`config.mk`:
```
export PLATFORM = sky130hd
export DESIGN_NAME = ram_scan_reader
export DESIGN_NICKNAME = d
export VERILOG_FILES = /design/src/rtl/ram_scan_reader.sv
export SDC_FILE = /design/constraint.sdc
export NUM_CORES = 1
export LEC_CHECK = 0
export CAP_MARGIN = 0
export CORE_MARGIN = 2
export CORE_UTILIZATION = 52
export CTS_BUF_LIST = sky130_fd_sc_hd__clkbuf_4 sky130_fd_sc_hd__clkbuf_8
export DETAILED_ROUTE_END_ITERATION = 10
export GPL_ROUTABILITY_DRIVEN = 0
export PLACE_DENSITY = 0.78
export SETUP_SLACK_MARGIN = 0.4
export SLEW_MARGIN = 20
export SYNTH_ARGS = -nofsm -noshare
export SYNTH_HDL_FRONTEND = slang
export SYNTH_SLANG_ARGS = --single-unit
```
`constraint.sdc`:
```
create_clock -name clk -period 2.2 [get_ports clk]
set_clock_uncertainty 0.15 [all_clocks]
set_input_delay 0.44 -clock clk [delete_from_list [all_inputs] [get_ports clk]]
set_output_delay 0.44 -clock clk [all_outputs]
set_load 0.02 [all_outputs]
```
`src/rtl/ram_scan_reader.sv`:
```
// Read-side sequencer for a small display RAM: walks the read address 0..2**AW-1
// and wraps, compensating for the RAM read latency before capturing each entry.
module ram_scan_reader #(
  parameter int AW     = 3,
  parameter int DW     = 8,
  parameter int DWELL  = 25_000_000,
  parameter int RD_LAT = 1
) (
  input  logic          clk,
  input  logic          rst,
  input  logic          start,
  input  logic          stop,
  input  logic          step_mode,
  input  logic          step,
  output logic [AW-1:0] rd_addr,
  input  logic [DW-1:0] rd_data,
  output logic [AW-1:0] cur_addr,
  output logic [DW-1:0] cur_data,
  output logic          data_valid,
  output logic          busy,
  output logic          wrap
);

  localparam int DCW = (DWELL > 1) ? $clog2(DWELL) : 1;
  localparam int LCW = $clog2(RD_LAT + 1);

  typedef enum logic [1:0] {
    IDLE,
    WAIT,
    HOLD
  } state_t;

  state_t           state_reg;
  logic [DCW-1:0]   dwell_cnt_reg;
  logic [LCW-1:0]   lat_cnt_reg;
  logic             advance;

  // In step mode the dwell counter is frozen and only a step pulse moves on.
  assign advance = (state_reg == HOLD) &&
                   (step_mode ? step : (dwell_cnt_reg == '0));

  always_ff @(posedge clk) begin
    if (rst) begin
      state_reg     <= IDLE;
      dwell_cnt_reg <= '0;
      lat_cnt_reg   <= '0;
      rd_addr       <= '0;
      cur_addr      <= '0;
      cur_data      <= '0;
      data_valid    <= 1'b0;
      busy          <= 1'b0;
      wrap          <= 1'b0;
    end else begin
      wrap <= 1'b0;
      case (state_reg)
        IDLE: begin
          if (start && !stop) begin
            rd_addr     <= '0;
            lat_cnt_reg <= LCW'(RD_LAT);
            busy        <= 1'b1;
            state_reg   <= WAIT;
          end
        end

        WAIT: begin
          if (stop) begin
            busy      <= 1'b0;
            state_reg <= IDLE;
          end else if (lat_cnt_reg == '0) begin
            // rd_data now reflects rd_addr; this is the only edge it is sampled.
            cur_data      <= rd_data;
            cur_addr      <= rd_addr;
            data_valid    <= 1'b1;
            dwell_cnt_reg <= DCW'(DWELL - 1);
            state_reg     <= HOLD;
          end else begin
            lat_cnt_reg <= lat_cnt_reg - LCW'(1);
          end
        end

        HOLD: begin
          if (stop) begin
            busy      <= 1'b0;
            state_reg <= IDLE;
          end else if (advance) begin
            rd_addr     <= rd_addr + AW'(1);
            wrap        <= (rd_addr == '1);
            lat_cnt_reg <= LCW'(RD_LAT);
            state_reg   <= WAIT;
          end else if (!step_mode) begin
            dwell_cnt_reg <= dwell_cnt_reg - DCW'(1);
          end
        end

        default: begin
          busy      <= 1'b0;
          state_reg <= IDLE;
        end
      endcase
    end
  end

endmodule

```
======== Yosys cells after proc, flatten, opt, wreduce, memory -nomap -nowiden ========
Index checks and enable logic that the tools add are counted.
word-level totals
  output and inout port bits .............. 17
  register bits after elaboration ......... 45
operators by class
  eq/ne operators ......................... 13
  reduce and logical (&&, ||, !) cells .... 16
  add/sub/neg operators ................... 3
  bitwise gates (word level) .............. 4
  muxes and demuxes ....................... 25
operator list
  operator               count
  $mux 25                5
  $pmux 25 s2            1
  $logic_not 25->1       1
  $sub 25x1->25 const B  1
  $ne 2x2->1 const B     7
  $mux 2                 5
  $mux 3                 3
  $mux 1                 7
  $ne 3x3->1 const B     2
  $pmux 2 s3             1
  $pmux 3 s2             1
  $reduce_and 3->1       2
  $reduce_and 6->1       1
  $reduce_and 5->1       1
  $not 1->1              4
  $reduce_and 4->1       1
  $reduce_bool 2->1      2
  $reduce_or 4->1        1
  $add 3x1->3 const B    1
  $eq 3x3->1 const B     1
  $pmux 1 s3             1
  $reduce_bool 3->1      1
  $eq 2x1->1 const B     1
  $eq 2x2->1 const B     1
  other kinds (8)        9

======== Logic depth before layout (Yosys ltp) ========
  depth in word-level cells ............... 6
  depth in mapped cells ................... 9

======== Worst setup path before layout ========
No wires, ideal clock.
  path type ............................... reg2reg
  from .................................... register dwell_cnt_reg[0]
  to ...................................... register rd_addr[1]
  slack ................................... -0.077 ns
  cell stages (with the launch flop) ...... 8
  arrival ................................. 2.009 ns
  setup time .............................. 0.117 ns
  cell sequence ........................... dfxtp_1 -> inv_1 -> ha_1 -> or4b_1 -> or4_4 -> nor4_1 -> o21bai_1 -> a32o_1
between the ends
  word-level cells in the longest chain between the ends .. 5
ends and longest elaborated chain
  element                     line  source
  start, declared             34    logic [DCW-1:0] dwell_cnt_reg;
  start signal, assigned      74    dwell_cnt_reg <= DCW'(DWELL - 1);
  start signal, assigned      91    dwell_cnt_reg <= dwell_cnt_reg - DCW'(1);
  $logic_not 25->1            40    (step_mode ? step : (dwell_cnt_reg == '0));
  $mux 1                      40
  $logic_and 1x1->1           39    assign advance = (state_reg == HOLD) &&
  $ne 2x2->1 (no line)        n/a
  $reduce_and 4->1 (no line)  n/a
  end signal, assigned        86    rd_addr <= rd_addr + AW'(1);
  end, declared               15    output logic [AW-1:0] rd_addr,
No other way between the ends.
A chain may end at the register's enable or synchronous reset.

======== Worst setup path in the final report ========
  from .................................... register dwell_cnt_reg[1]
  to ...................................... register dwell_cnt_reg[2]
between the ends
  word-level cells in the longest chain between the ends .. 5
  elaborated cells on any way between the ends .. 10
  classes of those cells .................. add/sub: 1; eq/ne: 1; mux: 5; reduce/logical: 3
ends and longest elaborated chain
  element                                                   line
  $sub 25x1->25 / $logic_not 25->1 (equally long branches)  91, 40
  $mux 25 / $mux 1 (equally long branches)                  90, 40
  $mux 25 / $logic_and 1x1->1 (equally long branches)       85, 39
  $mux 25 / $ne 2x2->1 (equally long branches)              n/a
  $pmux 25 s2 / $reduce_and 6->1 (equally long branches)    n/a
Parallel ways exist; a longest one is shown, timed or not. The select of a mux whose other input is x is not followed.

==> metrics.yaml <==
result_of_the_run: "finished with violations"
violations: "setup timing"
cts_hold_buf: 0
cts_buffer_depth: 2
synthesis.instances: 305
antenna-diode-count: 0
cts_sinks: 45
route.final.wire_length_um: 9510
synth_enable_flop_cells: 0
worst-endpoint-required_ns: 2.25
fin_crit_ns: 2.53
io_buffer_count: 30
finalHoldViolCount: 0
avgViaCountPerCell: 6.80
r2r_setup_slack_ns: -0.33
post_synth_instance_area_mm2: 0.00251
worst_setup_path_start_kind: "flip-flop"
grt_pass1_wl_um: 13200
worst-endpoint-arrival_ns: 2.58
detailedPlace.worstSlack_ns: -0.272
core_region_area_mm2: 0.00469
dr.first_iter.drc_count: 291
number_of_global_route_vias_before_repair: 2666
synth_sequential_area_ratio_pct: 35.9
synth_area_per_cell_um2: 8.23
design.die.area_mm2: 0.00540
cap_viol_max_count: 0
route.detailed.wl_per_inst_um: 21.1
yosys.area.top_type: "sky130_fd_sc_hd__dfxtp_1"
tightest_slew_ns: 0.554
remaining_drc_errors: 0
ctsRootBufferMaster: "sky130_fd_sc_hd__clkbuf_8"
power.density_mw_per_mm2: 1320
setup-violations-final: 32
peak_supply_drop_uv: 1010
timing.hold.worst.start: "cur_data[7]"
detail-route-antenna-nets: 0
final_design_area_no_fill_mm2: 0.00393
layout_worst_path_cycle_share_pct: 115
dpl-instance-area_mm2: 0.00339
crit_type: "flip-flop to flip-flop"
cts.clk_slew.worst_paths_ns: 0.09
maxSlewHeadroom_pct: 63.0
synth_seq_cells: 45
cts-buffers-inserted: 5
synth_area_leaders: "sky130_fd_sc_hd__dfxtp_1 36%, sky130_fd_sc_hd__nand2_1 6.6%, sky130_fd_sc_hd__a21oi_1 5.6%, sky130_fd_sc_hd__ha_1 4.0%, sky130_fd_sc_hd__nor2_1 3.1%"
worst_r2r_path_depth: 14
crit_path_max_fanout: 5
area_delta_synth_final_pct: 56.4
number_of_library_cell_types_mapped_by_synthesis: 59
ys.flop_type: "sky130_fd_sc_hd__dfxtp_1"
num_rows: 25
cts_max_level: 2
drt-pass1-iter-count: 5
number_of_antenna_violations_at_the_first_check_in_global_routing: 0
yosysWarningCount: 0
worst_setup_path_end_kind: "flip-flop"
yosysTopAreaCellShare_pct: 35.9
grt_max_degree: 25
fillers: 250
top_level_ports: 31
dp_wirelength_um: 5270
clock_latency_ns: 0.31
tritoncts: "done"
asyncSetResetFlopFracSynth_pct: 0
track_usage_pct: 31.9
worst_hold_path.endpoint: "cur_data[7]"
r2r-end: "dwell_cnt_reg[2]"
die_w_um: 73.5
timing.hold.worst.class: "flip-flop to flip-flop"
final_nets: 418
reg2reg_from: "dwell_cnt_reg[1]"
overflow: 0
start_util_pct: 53.5
min_path_cells: 2
layout_setup_ws_ns: -0.327
synthesis.nets: 327
cellLeakagePower_nw: 1.58
layout-drive-gt1-share_pct: 37.3
vias: 3067
die-height_um: 73.5
maxSlewViolCount: 0
rsz0062_at_grt: "yes"
fmax_ghz: 0.396
largest_register_ff_count: 25
[worst max-delay path: stages, from the launching register on]
cell	delay, ns
sky130_fd_sc_hd__dfxtp_2	0.35
sky130_fd_sc_hd__inv_2	0.06
sky130_fd_sc_hd__ha_4	0.16
sky130_fd_sc_hd__buf_6	0.11
sky130_fd_sc_hd__buf_6	0.10
sky130_fd_sc_hd__buf_6	0.11
sky130_fd_sc_hd__buf_6	0.11
sky130_fd_sc_hd__buf_6	0.10
sky130_fd_sc_hd__nor4b_4	0.12
sky130_fd_sc_hd__and4_4	0.22
sky130_fd_sc_hd__buf_12	0.13
sky130_fd_sc_hd__a21oi_4	0.29
sky130_fd_sc_hd__buf_6	0.15
sky130_fd_sc_hd__a21oi_2	0.04
sky130_fd_sc_hd__a22o_2	0.24
[cell usage after synthesis (5+ instances only)]
library cell and count:
sky130_fd_sc_hd__o21ai_0 14, sky130_fd_sc_hd__clkbuf_1 11, sky130_fd_sc_hd__nor3_1 10, sky130_fd_sc_hd__nor2b_1 5, sky130_fd_sc_hd__nor2_1 21, sky130_fd_sc_hd__a311oi_1 5, sky130_fd_sc_hd__ha_1 8, sky130_fd_sc_hd__dfxtp_1 45
sky130_fd_sc_hd__a21oi_1 28, sky130_fd_sc_hd__nand3_1 6, sky130_fd_sc_hd__or3_1 9, sky130_fd_sc_hd__a31oi_1 6, sky130_fd_sc_hd__nor4_1 7, sky130_fd_sc_hd__inv_1 9, sky130_fd_sc_hd__nand2_1 44, sky130_fd_sc_hd__nand4_1 6
[kinds of logic (layout without fill, tap and decap cells)]
logic type | Yosys count | in the layout | share of synthesized area (%)
and+or+nand+nor | 133 | 133 | 28.4
DFF | 45 | 45 | 35.9
adders and majority gates | 8 | 8 | 3.99
AOI/OAI and AO/OA | 90 | 91 | 26.0
muxes | 3 | 3 | 1.25
xor gates and xnor gates | 1 | 1 | 0.349
buffers and inverters | 25 | 116 | 4.14
[report_power, final]
part,switching (mW),internal [mW]
Combinational,1.82,1.55
Sequential,0.201,0.972
Clock,0.314,0.340
[repair_timing]
action | 4_1_cts | 5_1_grt
setup endpoints to repair | 58 | 43
pin swaps | 27 | 17
cloned | 1 | 0
buffers inserted | 11 | 6
resized for setup | 64 | 24
[layout by cell type, fill, tap and decap left out, types with 4 or more instances in the layout]
master                            netlist  layout
sky130_fd_sc_hd__a21oi_1               28      21
sky130_fd_sc_hd__a21oi_2                0       6
sky130_fd_sc_hd__a22o_1                 4       4
sky130_fd_sc_hd__a31oi_1                6       5
sky130_fd_sc_hd__buf_4                  2      48
sky130_fd_sc_hd__buf_6                  0      19
sky130_fd_sc_hd__clkbuf_8               0       5
sky130_fd_sc_hd__clkdlybuf4s50_1        0      13
sky130_fd_sc_hd__dfxtp_1               45      38
sky130_fd_sc_hd__dfxtp_2                0       6
sky130_fd_sc_hd__dlygate4sd2_1          0      17
sky130_fd_sc_hd__ha_1                   8       5
sky130_fd_sc_hd__inv_1                  9       6
sky130_fd_sc_hd__nand2_1               44      42
sky130_fd_sc_hd__nand3_1                6       4
sky130_fd_sc_hd__nand4_1                6       6
sky130_fd_sc_hd__nor2_1                21      20
sky130_fd_sc_hd__nor3_1                10       9
sky130_fd_sc_hd__nor4_4                 0       7
sky130_fd_sc_hd__o211ai_1               4       4
sky130_fd_sc_hd__o21ai_0               14       6
sky130_fd_sc_hd__o21ai_2                0       5
sky130_fd_sc_hd__or3_1                  9       8
sky130_fd_sc_hd__or4_4                  2       4
[final cells by class]
| class | instances | area, um2 | share of cell area (%) |
|---|---|---|---|
| Clock buffer | 5 | 68.8 | 1.75 |
| Clock inverter | 3 | 46.3 | 1.18 |
| Inverter | 9 | 33.8 | 0.860 |
| Multi-Input combinational cell | 236 | 1900 | 48.5 |
| Sequential cell | 45 | 912 | 23.2 |
| Tap cell | 54 | 67.6 | 1.72 |
| Timing Repair Buffer | 99 | 893 | 22.8 |
[metrics by stage]
step	total power [mW]	setup TNS (ns)	cells	utilization (%)	hold slack, ns
final	5.19	-6.46	451	83.7	0.305
after global routing	5.42	-8.70	451	83.7	0.325
after CTS	4.70	-2.93	445	80.2	0.310
after detailed placement	3.52	-4.79	425	72.2	0.298
after global placement	3.45	-3.70	425	72.2	0.291
after floorplan	2.68	-0.0775	305	-	0.312
[worst max path at each step]
stage / end / slack [ns] / startpoint
3_5_place_dp: rd_addr[1] / -0.27 / step_mode
2_1_floorplan: rd_addr[1] / -0.04 / dwell_cnt_reg[1]
6_report: dwell_cnt_reg[2] / -0.33 / dwell_cnt_reg[1]
5_1_grt: dwell_cnt_reg[8] / -0.36 / dwell_cnt_reg[1]
3_3_place_gp: dwell_cnt_reg[7] / -0.21 / step_mode
4_1_cts: dwell_cnt_reg[6] / -0.19 / dwell_cnt_reg[0]
[metal layers]
layer  global-route usage (%)  vias to the layer above  wire length, um
met5                        0                        -                0
met3                     6.45                       62              926
met1                     38.6                     1437             3610
met2                     54.4                      234             4480
met4                     14.1                        0              494
li1                         -                     1334                -
(Power assumes the default switching activity.)
